### src/rtl/m_key_press.sv
// Push-button front end: synchronizes, debounces and classifies each key into press, long-hold and short-release events.
// Optional auto-repeat of key_first while a key is held long is enabled by defining KEY_REPEAT_EN.
module m_key_press #(
    parameter int unsigned N_KEYS         = 2,
    parameter int unsigned IN_CLK_HZ      = 50_000_000,
    parameter int unsigned DEBOUNCE_MS    = 20,
    parameter int unsigned LONG_MS        = 1000,
    parameter int unsigned REPEAT_MS      = 200,
    parameter int unsigned KEY_ACTIVE_LOW = 1
) (
    input  logic              clk,
    input  logic              rst_n,
    input  logic [N_KEYS-1:0] key_in,
    output logic [N_KEYS-1:0] key_first,
    output logic [N_KEYS-1:0] key_long,
    output logic [N_KEYS-1:0] key_short,
    output logic [N_KEYS-1:0] key_state
);

    typedef enum logic [1:0] {
        IDLE = 2'd0,
        HELD = 2'd1,
        LONG = 2'd2
    } state_e;

    localparam int unsigned DEB_CYC  = IN_CLK_HZ / 1000 * DEBOUNCE_MS;
    localparam int unsigned LONG_CYC = IN_CLK_HZ / 1000 * LONG_MS;
`ifdef KEY_REPEAT_EN
    localparam int unsigned REPEAT_CYC = IN_CLK_HZ / 1000 * REPEAT_MS;
`endif
    localparam logic [N_KEYS-1:0] INV_MASK = (KEY_ACTIVE_LOW != 0) ? '1 : '0;

    // Reject parameter sets that would make a counter terminal value underflow.
    if (IN_CLK_HZ < 1000 || DEBOUNCE_MS == 0 || LONG_MS == 0 || REPEAT_MS == 0 || KEY_ACTIVE_LOW > 1)
    begin : g_bad_cfg
        $error("m_key_press: invalid parameter set");
    end

    // Polarity is normalized ahead of the synchronizer so reset (all 0) reads as released.
    logic [N_KEYS-1:0] sync1_q, sync1_d;
    logic [N_KEYS-1:0] sync2_q, sync2_d;

    always_comb begin
        sync1_d = key_in ^ INV_MASK;
        sync2_d = sync1_q;
    end

    always_ff @(posedge clk or negedge rst_n) begin
        if (!rst_n) begin
            sync1_q <= '0;
            sync2_q <= '0;
        end else begin
            sync1_q <= sync1_d;
            sync2_q <= sync2_d;
        end
    end

    for (genvar k = 0; k < N_KEYS; k++) begin : g_key
        logic        key_s;
        logic        key_db_q, key_db_d;
        logic [31:0] deb_cnt_q, deb_cnt_d;
        state_e      state_q, state_d;
        logic [31:0] hold_cnt_q, hold_cnt_d;
        logic        first_q, first_d;
        logic        short_q, short_d;
        logic        long_q, long_d;
`ifdef KEY_REPEAT_EN
        logic [31:0] rep_cnt_q, rep_cnt_d;
`endif

        assign key_s = sync2_q[k];

        // Accept a new level only after it has been seen for DEB_CYC consecutive cycles.
        always_comb begin
            key_db_d  = key_db_q;
            deb_cnt_d = '0;
            if (key_s != key_db_q) begin
                if (deb_cnt_q == 32'(DEB_CYC - 1)) begin
                    key_db_d = key_s;
                end else begin
                    deb_cnt_d = deb_cnt_q + 32'd1;
                end
            end
        end

        // Events are decoded from the debouncer's next value so they align with the key_db edge.
        always_comb begin
            state_d    = state_q;
            hold_cnt_d = hold_cnt_q;
            first_d    = 1'b0;
            short_d    = 1'b0;
            long_d     = long_q;
`ifdef KEY_REPEAT_EN
            rep_cnt_d  = rep_cnt_q;
`endif
            case (state_q)
                IDLE: begin
                    long_d = 1'b0;
                    if (key_db_d && !key_db_q) begin
                        state_d    = HELD;
                        first_d    = 1'b1;
                        hold_cnt_d = '0;
                    end
                end
                HELD: begin
                    hold_cnt_d = hold_cnt_q + 32'd1;
                    if (!key_db_d) begin
                        state_d    = IDLE;
                        short_d    = 1'b1;
                        hold_cnt_d = '0;
                    end else if (hold_cnt_q == 32'(LONG_CYC - 1)) begin
                        state_d = LONG;
                        long_d  = 1'b1;
`ifdef KEY_REPEAT_EN
                        rep_cnt_d = '0;
`endif
                    end
                end
                LONG: begin
`ifdef KEY_REPEAT_EN
                    if (rep_cnt_q == 32'(REPEAT_CYC - 1)) begin
                        first_d   = 1'b1;
                        rep_cnt_d = '0;
                    end else begin
                        rep_cnt_d = rep_cnt_q + 32'd1;
                    end
`endif
                    if (!key_db_d) begin
                        state_d    = IDLE;
                        long_d     = 1'b0;
                        hold_cnt_d = '0;
`ifdef KEY_REPEAT_EN
                        rep_cnt_d  = '0;
`endif
                    end
                end
                default: begin
                    state_d = IDLE;
                    long_d  = 1'b0;
                end
            endcase
        end

        always_ff @(posedge clk or negedge rst_n) begin
            if (!rst_n) begin
                key_db_q   <= 1'b0;
                deb_cnt_q  <= '0;
                state_q    <= IDLE;
                hold_cnt_q <= '0;
                first_q    <= 1'b0;
                short_q    <= 1'b0;
                long_q     <= 1'b0;
`ifdef KEY_REPEAT_EN
                rep_cnt_q  <= '0;
`endif
            end else begin
                key_db_q   <= key_db_d;
                deb_cnt_q  <= deb_cnt_d;
                state_q    <= state_d;
                hold_cnt_q <= hold_cnt_d;
                first_q    <= first_d;
                short_q    <= short_d;
                long_q     <= long_d;
`ifdef KEY_REPEAT_EN
                rep_cnt_q  <= rep_cnt_d;
`endif
            end
        end

        assign key_first[k] = first_q;
        assign key_short[k] = short_q;
        assign key_long[k]  = long_q;
        assign key_state[k] = key_db_q;
    end

endmodule

### config.mk
export PLATFORM = sky130hd
export DESIGN_NAME = m_key_press
export DESIGN_NICKNAME = d
export VERILOG_FILES = /design/src/rtl/m_key_press.sv
export SDC_FILE = /design/constraint.sdc
export NUM_CORES = 1
export LEC_CHECK = 0
export ABC_AREA = 1
export CORE_MARGIN = 1
export CORE_UTILIZATION = 64
export DETAILED_ROUTE_END_ITERATION = 12
export GPL_TIMING_DRIVEN = 1
export HOLD_SLACK_MARGIN = 0.05
export PLACE_DENSITY = 0.82
export SYNTH_ARGS = -nofsm -noshare
export SYNTH_HDL_FRONTEND = slang
export SYNTH_SLANG_ARGS = --single-unit
export TNS_END_PERCENT = 50
### constraint.sdc
create_clock -name clk -period 2.2 [get_ports clk]
set_input_delay 0.55 -clock clk [delete_from_list [all_inputs] [get_ports clk]]
set_output_delay 0.55 -clock clk [all_outputs]
set_load 0.02 [all_outputs]
# After elaboration in Yosys (flattened, before gate mapping)

Cells that the tools add are included.

ROM bits: 0
Input bits: 4
Memories kept: 0
Bits in latches: 0
RAM bits: 0
Output and inout bits: 8
Bits in registers: 144
Logic and storage cells: 97

Div/mod/pow operators: 0
Multiply operators: 0
Reduce and logical (&&, ||, !) cells: 14
Order comparisons: 0
Equal/unequal tests: 20
Muxes and demuxes: 42
Add/subtract/negate cells: 4
Shift operators: 0
Bitwise operators: 1

Operators by type and width:

| operator              | count |
|---|---|
| $mux 32               | 10 |
| $pmux 32 s3           | 2 |
| $add 32x1->32 const B | 4 |
| $eq 32x20->1 const B  | 2 |
| $eq 32x26->1 const B  | 2 |
| $mux 1                | 18 |
| $reduce_and 3->1      | 6 |
| $mux 2                | 8 |
| $ne 2x2->1 const B    | 8 |
| $pmux 2 s3            | 2 |
| $ne 3x3->1 const B    | 2 |
| $reduce_bool 3->1     | 2 |
| $eq 2x1->1 const B    | 2 |
| $eq 2x2->1 const B    | 2 |
| $logic_not 2->1       | 2 |
| $pmux 1 s2            | 2 |
| $logic_and 1x1->1     | 2 |
| $logic_not 1->1       | 2 |
| $ne 1x1->1            | 2 |
| $not 2->2             | 1 |

# Depth between registers and ports, before layout

Depth in word-level cells: 6
Mapped depth: 14
Depth with buffers taken out: 13

# Worst setup path before layout

No wires, ideal clock.

Path type: register -> register
Start point: register g_key[1].deb_cnt_q[0]
End point: register g_key[1].hold_cnt_q[24]
Required time: 2.072 ns
Arrival time: 1.646 ns
Path buffers: 1
Setup time: 0.128 ns
Period minus slack after synthesis: 1.773 ns
Path slack: 0.427 ns
Stages on the path, launching flop included: 12
Cell sequence: dfrtp_1 ha_1 nand2_2 nor2_4 nand2_1 nor2_1 nand3_1 a21boi_1 nand2_1 buf_4 nand2_1 o21ai_0

Cells in the longest elaborated chain, start to end: 6
Elaborated cells between the ends (all ways): 9
Classes of those cells: 3 x eq/ne; 4 x mux; 2 x reduce/logical

RTL lines:

| item                       | RTL line | RTL |
|---|---|---|
| from (decl)                | 61       | `logic [31:0] deb_cnt_q, deb_cnt_d;` |
| from (signal assigned)     | 158      | `deb_cnt_q <= deb_cnt_d;` |
| $eq 32x20->1 *             | 78       | `if (deb_cnt_q == 32'(DEB_CYC - 1)) begin` |
| $mux 1 *                   | 78       |  |
| $mux 1 *                   | 77       | `if (key_s != key_db_q) begin` |
| $logic_and 1x1->1          | 99       | `if (key_db_d && !key_db_q) begin` |
| $ne 2x2->1 (no line)       | -        |  |
| $reduce_and 3->1 (no line) | -        |  |
| to (signal assigned)       | 160      | `hold_cnt_q <= hold_cnt_d;` |
| to (decl)                  | 63       | `logic [31:0] hold_cnt_q, hold_cnt_d;` |

Every way passes the cells marked *; elsewhere a longest branch is shown, timed or not.
A chain may end at the register's enable or synchronous reset.

# Worst setup path in the final report

Start point: register g_key[0].key_db_q
End point: output port key_state[0]

RTL lines:

| item                   | RTL line | RTL |
|---|---|---|
| from (decl)            | 60       | `logic key_db_q, key_db_d;` |
| from (signal assigned) | 157      | `key_db_q <= key_db_d;` |
| to (decl)              | 17       | `output logic [N_KEYS-1:0] key_state` |

No word-level cell between the ends.

==> flow_summary.json <==
{
  "ys_types": 34,
  "cp_num_buf_inv": 1,
  "yosysMostFrequentCell": "nand2_1",
  "intPower_mw": 4.44,
  "rsz0062_at_grt": "no",
  "tightest_slew_ps": 600,
  "die_h_um": 121,
  "synth_nets": 1320,
  "fmax_ghz": 0.485,
  "grtUsageTotal": 0.317,
  "p_per_area_nw_per_um2": 565,
  "maxCapViolations": 0,
  "ys_seq_elements": 144,
  "place_congestion": 0.968,
  "async_reset_ff_frac": 1.00,
  "netlist_top_cells_count": "nand2_1 (427), nor2_1 (247), dfrtp_1 (144)",
  "regArea_um2": 3600,
  "cts_max_path_buffers": 2,
  "crit_family": "buffers and inverters",
  "yosysWarnings": 0,
  "critPathMaxStageDelay_ps": 640,
  "grt_max_degree": 57,
  "grt_pass1_vias": 7765,
  "ir_drop_v": 0.000550,
  "io_pins": 12,
  "startpoint_type": "flip-flop",
  "antenna_found_initial": 0,
  "grt_pass1_wl_mm": 36.4,
  "netlist_instances": 1309,
  "rows": 42,
  "pre_cts_ws_ps": -57.6,
  "yosysTopAreaCell": "dfrtp_1",
  "status": "complete, no violations",
  "path_clk_slew_ps": 60,
  "fin_util": 0.741,
  "vias": 8226,
  "min_period_ps": 2060,
  "skew_ps": 6.43,
  "path_cells": "clkdlybuf4s50_1",
  "worstHoldPathType": "flip-flop to flip-flop",
  "synth_top_cell_area_share": 0.400,
  "postRouteAntennaNets": 0,
  "power_frac_clock": 0.505,
  "hpwl_mm": 15.3,
  "critPathSlowestCell": "clkdlybuf4s50_1",
  "cp.arrival_ps": 1510,
  "avgSynthCellArea_um2": 6.88,
  "clk_latency_ps": 430,
  "seqPwrFrac": 0.474,
  "finalSetupViolations": 0,
  "cts.sinks": 144,
  "path_class": "flip-flop to output pin",
  "nNetsFinal": 1343,
  "portBuffers": 11,
  "yosys-top-cells-area": "dfrtp_1 (40%), nand2_1 (18%), nor2_1 (10%), xor2_1 (6.4%), inv_1 (5.2%)",
  "crit_required_ps": 1650,
  "cts_tree": "built",
  "fill_cells": 1090,
  "drc": 0,
  "initial_core_util": 0.667,
  "fp.dieW_um": 121,
  "layout_setup_ws_ps": 138,
  "synth_ff_type": "dfrtp_1",
  "drtPass1Iterations": 5,
  "antenna_cells": 0,
  "finalHoldViolations": 0,
  "ctsHtreeMaxLevel": 4,
  "netlist_area_um2": 9010,
  "multi_input_area_um2": 4800,
  "cts_root_buf": "clkbuf_16",
  "leakagePower_nw": 4.10,
  "wl_per_cell_um": 14.2,
  "wirelength_mm": 21.6,
  "via_per_inst": 5.41,
  "relSlewSlack": 0.598,
  "fin_crit_sh": 0.937,
  "worstSetupEndpointType": "output pin",
  "dieArea_um2": 14600,
  "combinationalPowerShare": 0.021,
  "yosysSeqAreaShare": 0.400,
  "synthToLayoutAreaGrowth_pct": 11.0,
  "synth_edf_count": 0,
  "fp.coreArea_um2": 13500,
  "power_switching_share": 0.214,
  "gr-total-overflow": 0,
  "p_switching_mw": 1.21,
  "layout-drive-gt1-share": 0.0551,
  "cp_max_fo": 5,
  "maxSlewViolCount": 0,
  "numCtsBuffers": 17,
  "initialDrtViolationCount": 641
}
-- state kept, by name (all words and copies together), names as in the netlist --
name,flops
g_key.long_q,2
g_key.short_q,2
sync1_q,2
g_key.hold_cnt_q,64
g_key.key_db_q,2
g_key.first_q,2
sync2_q,2
g_key.state_q,4
g_key.deb_cnt_q,64
-- cells in the final DEF, fill, tap and decap left out, types with 2 or more instances in the layout --
| master | instances |
|---|---|
| nand3_1 | 55 |
| inv_2 | 2 |
| clkdlybuf4s50_1 | 10 |
| nand2_2 | 5 |
| nand2_4 | 2 |
| nor2_1 | 242 |
| nand2_1 | 427 |
| nor3b_1 | 12 |
| clkbuf_1 | 2 |
| nor2_4 | 6 |
| dfrtp_1 | 144 |
| a211oi_1 | 2 |
| bufinv_16 | 2 |
| buf_4 | 13 |
| nor2_2 | 4 |
| inv_1 | 124 |
| xor2_1 | 66 |
| clkinv_2 | 3 |
| clkbuf_16 | 17 |
| clkinv_4 | 3 |
| nor3_1 | 75 |
| o21ai_1 | 17 |
| xnor2_1 | 22 |
| ha_1 | 6 |
| o21ai_0 | 16 |
| a21oi_1 | 4 |
| nand3b_1 | 3 |
| nand3_2 | 2 |
| clkbuf_8 | 3 |
| nand4_1 | 30 |
| buf_12 | 5 |
| or2_2 | 4 |
| nor4_1 | 6 |
-- power groups by stage --
stage                     Sequential [mW]  Clock [mW]  Combinational (mW)
after global routing                 2.68        3.00               0.141
after CTS                            2.68        2.89               0.123
final                                2.68        2.85               0.120
after floorplan                      2.72           0              0.0341
after global placement               2.72           0               0.117
after detailed placement             2.72           0               0.119
-- cell type report --
cell class,count,area share
Tap cell,176,0.0220
Clock buffer,22,0.0474
Timing Repair Buffer,30,0.0319
Sequential cell,144,0.360
Clock inverter,9,0.0109
Inverter,126,0.0473
Multi-Input combinational cell,1013,0.480
-- routing by layer --
| layer | part of all wire | GRT usage | vias up |
|---|---|---|---|
| met3 | 0.048 | 0.0613 | 41 |
| met1 | 0.47 | 0.431 | 3827 |
| met5 | 0 | 0 | - |
| met4 | 0.017 | 0.0849 | 0 |
| met2 | 0.47 | 0.517 | 211 |
| li1 | - | - | 4147 |
-- kinds of logic (layout without fill, tap and decap cells) --
group | after synthesis | after routing | share of synthesized area
fa+ha+maj | 7 | 7 | 0.00972
simple gates | 874 | 875 | 0.407
buf+inv | 153 | 187 | 0.0721
xor+xnor | 88 | 88 | 0.0855
flops | 144 | 144 | 0.400
compound gates | 43 | 43 | 0.0255
-- through the flow --
stage / power (mW) / hold slack [ps] / TNS (ps) / area, um2 / cells
3_3_place_gp: 2.84 / 337 / 0 / 9340 / 1486
3_5_place_dp: 2.84 / 342 / -384 / 9340 / 1486
6_report: 5.65 / 355 / 0 / 10000 / 1520
2_1_floorplan: 2.75 / 254 / 0 / 9010 / 1309
5_1_grt: 5.82 / 375 / 0 / 10000 / 1520
4_1_cts: 5.69 / 355 / 0 / 9950 / 1518
-- what timing repair did --
| action | 4_1_cts | 5_1_grt |
|---|---|---|
| hold endpoints to repair | 23 | 0 |
| gates cloned | 0 | 1 |
| setup endpoints to repair | 32 | 47 |
| pin swaps | 2 | 1 |
| gates resized for setup | 3 | 7 |
| hold buffers | 1 | 0 |
| buffers inserted | 0 | 1 |
-- final timing paths --
check                      slack, ps  cells past startpoint                    from                     end
hold / removal                   360                      0              sync1_q[1]              sync2_q[1]
min in group asynchronous        550                      2                   rst_n  g_key[0].deb_cnt_q[10]
max in group asynchronous       1040                      3                   rst_n        g_key[1].first_q
setup reg to reg                 200                     10  g_key[0].hold_cnt_q[0]     g_key[0].state_q[0]
hold reg to reg                  360                      0              sync1_q[1]              sync2_q[1]
setup / recovery                 140                      1       g_key[0].key_db_q            key_state[0]
Power figures use the tool's default switching activity.
==> variant 1 (same settings) <==
Compare `deb_cnt_q` against `32'(DEB_CYC - 1)` with >= in place of ==.
--- a/src/rtl/m_key_press.sv
+++ b/src/rtl/m_key_press.sv
@@ -77,3 +77,3 @@
             if (key_s != key_db_q) begin
-                if (deb_cnt_q == 32'(DEB_CYC - 1)) begin
+                if (deb_cnt_q >= 32'(DEB_CYC - 1)) begin
                     key_db_d = key_s;
Formal check against the unedited RTL: same outputs for any inputs over 10 cycles, from zero or initial values and one cycle with rst_n low; that may be too few to reach the edited logic, so the function may still have changed.
==> variant 1 against the unedited design <==
Worst setup slack better by 0.021 ns. Cell area down 9.5%. Via count shrank 17%. Final cell count shrank 16%. Routed wire length decreased by 20%. Largest cell class unchanged. Sequential cell count unchanged. First-iteration DRC count is 17% lower. Utilization grew 0.34 points. Synthesized area fell by 10%.
Power is not compared: it rests on default switching activity, and its combinational part moved more than twofold at a synthesized area within 25%.
==> variant 1: results (changes against the unedited design) <==
power_mw: 6.830
crit_arrival_ns: 2.36  # was 1.51 ns
ant_nets: 0  # unchanged
yosys-top-cells-area: "dfrtp_1 (45%), nand2_1 (15%), nor2_1 (7.4%)"  # was dfrtp_1 (40%), nand2_1 (18%), nor2_1 (10%)
grtUsageMet2_pct: 47.52  # was 51.69%
clk_latency_ns: 0.43  # about the same
reg2reg_setup_slack_ns: 0.16  # was 0.20 ns
drtIter0Drc: 529  # was 641
drt-met1-wl_um: 7677  # was 10,090 um
r2r_start: "g_key[0].deb_cnt_q[0]"  # was g_key[0].hold_cnt_q[0]
worst_pin_slew_ns: 0.5734  # was 0.5996 ns
grt_use_met3_pct: 7.200  # was 6.132%
dr_wl_met3_um: 844  # was 1034 um
drt-vias-per-instance: 5.363  # was 5.412
reg2reg_to: "g_key[0].long_q"  # was g_key[0].state_q[0]
wl_per_cell_um: 13.50  # was 14.21 um
antenna_found_initial: 0  # unchanged
routabilityCongestion: 0.9433  # was 0.9683
r2r_cells: 12  # was 10
portBuffers: 11  # unchanged
skew_ns: 0.01197  # was 0.006434 ns
synth_xor_area_share_pct: 4.446  # was 8.553%
whs_ns: 0.05059  # was 0.3552 ns
holdBufCountCts: 0  # was 1
grt_pass1_wl_um: 29230  # was 36,390 um
met1_usage_pct: 35.86  # was 43.15%
numCtsBuffers: 17  # unchanged
leakagePower_nw: 4.112
yosysUniqueCellTypes: 41  # was 34
seq_area_frac_synth_pct: 44.62  # was 39.99%
clk_path_buf_depth: 2  # unchanged
post_dp_cell_area_um2: 8329  # was 9344 um^2
met2WireLength_um: 8435  # was 10,100 um
cp_max_fo: 34  # was 5
synth-compound-area-share_pct: 2.153  # was 2.555%
status: "finished, final reports clean"  # unchanged
synth_adder_area_share_pct: 1.084  # was 0.9720%
grtUsageTotal_pct: 28.26  # was 31.65%
synth_cells: 1063  # was 1,309
hold_class: "input port to asynchronous set/reset pin"  # was flop to flop
synthTopCellsByCount: "nand2_1 (312), nor2_1 (159), dfrtp_1 (144), nand3_1 (102), inv_1 (100)"  # was nand2_1 (427), nor2_1 (247), dfrtp_1 (144), inv_1 (124), nor3_1 (75)
grt_pass1_vias: 6483  # was 7,765
dp_cells: 1241  # was 1,486
grt_max_degree: 51  # was 57
post-dp-hpwl_um: 11150  # was 15,350 um
post-place-ws_ns: 0.09263  # was -0.05758 ns
routed_wl_um: 17240  # was 21,600 um
final_nets: 1107  # was 1,343
drive_gt1_share_pct: 8.566  # was 5.506%
==> variant 1: cell types whose count changed after synthesis, moves of 6 or more <==
cell	before	now
nand3_2	2	8
xor2_1	66	29
o21ai_1	17	2
nand4_1	30	24
nor2_1	247	159
buf_6	3	14
nand2_1	427	312
o21ai_0	16	8
nor3_2	0	6
nor3_1	75	44
nand3_1	55	102
xnor2_1	22	12
inv_1	124	100
==> variant 1: what timing repair did <==
action,in CTS,in global routing
resized for setup,0,10
endpoints found under the setup margin,0,65
hold endpoints to repair,0,0
==> variant 1: area by class of cell <==
cell class	instances	area, um^2
clock buffer	18	439.2
clock inverter	14	177.7
fill	924	3112
inverter	107	401.6
multi-input combinational	806	3985
sequential	144	3603
tap	168	210.2
timing repair buffer	20	232.7
==> variant 1: cell families (layout without fill, tap and decap cells) <==
| group | count (synthesis) | after routing |
|---|---|---|
| simple gates | 702 | 706 |
| flops | 144 | 144 |
| buf+inv | 140 | 159 |
| xor+xnor | 41 | 41 |
| compound gates | 28 | 28 |
| fa+ha+maj | 7 | 7 |
| other cells | 1 | 24 |
==> variant 1: how the worst max path moves through the flow <==
stage / to / slack (ns) / cells after the start
global placement: g_key[1].hold_cnt_q[14] / 0.20 / 14
finish: g_key[0].long_q / 0.16 / 12
floorplan: g_key[1].state_q[1] / 0.48 / 15
detailed placement: g_key[1].hold_cnt_q[6] / 0.09 / 14
global route: g_key[0].long_q / -0.01 / 12
CTS: g_key[0].hold_cnt_q[7] / 0.09 / 12
==> variant 1: worst max-delay path: stages, from the launching register on <==
cell and delay (ns):
dfrtp_1 0.40, ha_1 0.23, nand3_1 0.12, o21ai_1 0.07, nand2_1 0.06, nand2_1 0.08
nand2_2 0.12, nand3_2 0.15, nand3_4 0.20, buf_6 0.28, nand3_1 0.11, nand2_1 0.06
nand2_1 0.04
==> variant 2 (config.mk and constraints unchanged) <==
Made on the original files. The parameter `N_KEYS` goes from 2 to 4.
--- a/src/rtl/m_key_press.sv
+++ b/src/rtl/m_key_press.sv
@@ -3,3 +3,3 @@
 module m_key_press #(
-    parameter int unsigned N_KEYS         = 2,
+    parameter int unsigned N_KEYS         = 4,
     parameter int unsigned IN_CLK_HZ      = 50_000_000,
Ports: changed (5 resized); port bits go from 12 to 22. No check against the original RTL was run, so the function may have changed too.
==> variant 2 against the unedited design <==
Total power increased by 98%. Synthesized area is 98% higher. Worst setup slack worse by 0.086 ns. Final cell count increased by 100%. Register-to-register slack got worse by 0.04 ns. Sequential share of layout area rose by 0.43 points. Sequential cell count is 144 higher. Routed wire length up 98%. Clock power rose by 98%. Sequential power is 99% higher. First-iteration DRC count up 120%. Cell area rose by 98%. Largest power group unchanged. Highest routed layer unchanged.
==> variant 2: results (changes against the unedited design) <==
clkbuf_count: 46  # was 22
wl_per_cell_um: 14.05  # was 14.21 um
post_dp_cell_area_um2: 18540  # was 9344 um^2
synthesis.nets: 2621  # was 1,320
synthTopCellsByCount: "nand2_1 (849), nor2_1 (437), dfrtp_1 (288), inv_1 (283), nand3_1 (204)"  # was nand2_1 (427), nor2_1 (247), dfrtp_1 (144), inv_1 (124), nor3_1 (75)
multi_input_area_um2: 9174  # was 4805 um^2
drive_gt1_share_pct: 5.841  # was 5.506%
layout_min_cycle_time_ns: 2.147  # was 2.062 ns
yosys-top-cells-area: "dfrtp_1 (40%), nand2_1 (18%), nor2_1 (9.2%)"  # was dfrtp_1 (40%), nand2_1 (18%), nor2_1 (10%)
drtIter0Drc: 1411  # was 641
post-place-ws_ns: -0.08970  # was -0.05758 ns
fill_cells: 2238  # was 1,090
grtUsageTotal_pct: 31.11  # was 31.65%
skew_ns: 0.02460  # was 0.006434 ns
syn-mean-instance-area_um2: 6.837  # was 6.884 um^2
grt_pass1_vias: 16070  # was 7,765
grtUsageMet2_pct: 52.25  # was 51.69%
numCtsBuffers: 35  # was 17
seqCellArea_um2: 7207  # was 3603 um^2
crit_arrival_ns: 1.60  # was 1.51 ns
inverters: 287  # was 126
grt_use_met3_pct: 4.232  # was 6.132%
dr_wl_met3_um: 2146  # was 1034 um
routed_wl_um: 42760  # was 21,600 um
nNonClkBuffers: 63  # was 30
leakagePower_nw: 9.075  # was 4.103 nW
worst_pin_slew_ns: 0.7052  # was 0.5996 ns
grt_max_degree: 55  # was 57
grt_pass1_wl_um: 73650  # was 36,390 um
seq_area_frac_synth_pct: 40.48  # was 39.99%
final_nets: 2662  # was 1,343
clk_path_buf_depth: 3  # was 2
h-tree-depth: 2  # was 4
top_regs: "g_key.deb_cnt_q x128, g_key.hold_cnt_q x128, g_key.state_q x8"  # was g_key.deb_cnt_q x64, g_key.hold_cnt_q x64, g_key.state_q x4
cp_max_fo: 3  # was 5
clk_latency_ns: 0.53  # was 0.43 ns
ir_drop_uv: 661.6  # was 549.7 uV
num-multi-input-gates: 1970  # was 1,013
buffer_area_share_pct: 3.645  # was 3.190%
whs_ns: 0.3553  # was 0.3552 ns
synth_xor_area_share_pct: 6.001  # was 8.553%
cts_resized: 2  # was 3
post-dp-hpwl_um: 31060  # was 15,350 um
status: "finished, final reports clean"  # unchanged
drt-met1-wl_um: 19510  # was 10,090 um
drt-vias-per-instance: 5.441  # was 5.412
slowest_delay_ns: 0.72  # was 0.64 ns
reg2reg_setup_slack_ns: 0.16  # was 0.20 ns
synth_adder_area_share_pct: 0.7730  # was 0.9720%
yosysUniqueCellTypes: 40  # was 34
taps: 372  # was 176
met1_usage_pct: 42.11  # was 43.15%
variant 2: changes by cell type after synthesis, moves of 13 or more:
cell	unedited run	this run
o21ai_1	17	4
nand4_1	30	64
xor2_1	66	97
dfrtp_1	144	288
nand3_1	55	204
nand2_1	427	849
nor3_1	75	140
inv_1	124	283
nor2_1	247	437
variant 2: path summary, 6_finish.rpt:
kind                                        start                       to  cells after the start
max in group asynchronous                   rst_n   g_key[1].deb_cnt_q[26]                      3
max                             g_key[2].key_db_q             key_state[2]                      1
max reg2reg                g_key[3].hold_cnt_q[0]  g_key[3].hold_cnt_q[30]                     12
min in group asynchronous                   rst_n   g_key[3].deb_cnt_q[30]                      2
min                                    sync1_q[0]               sync2_q[0]                      0
min reg2reg                            sync1_q[0]               sync2_q[0]                      0
variant 2: power breakdown:
group | total [mW] | internal [mW] | switching [mW]
Clock | 5.63 | 3.36 | 2.27
Combinational | 0.235 | 0.0603 | 0.175
Sequential | 5.34 | 5.32 | 0.0210
Total | 11.2 | 8.74 | 2.47
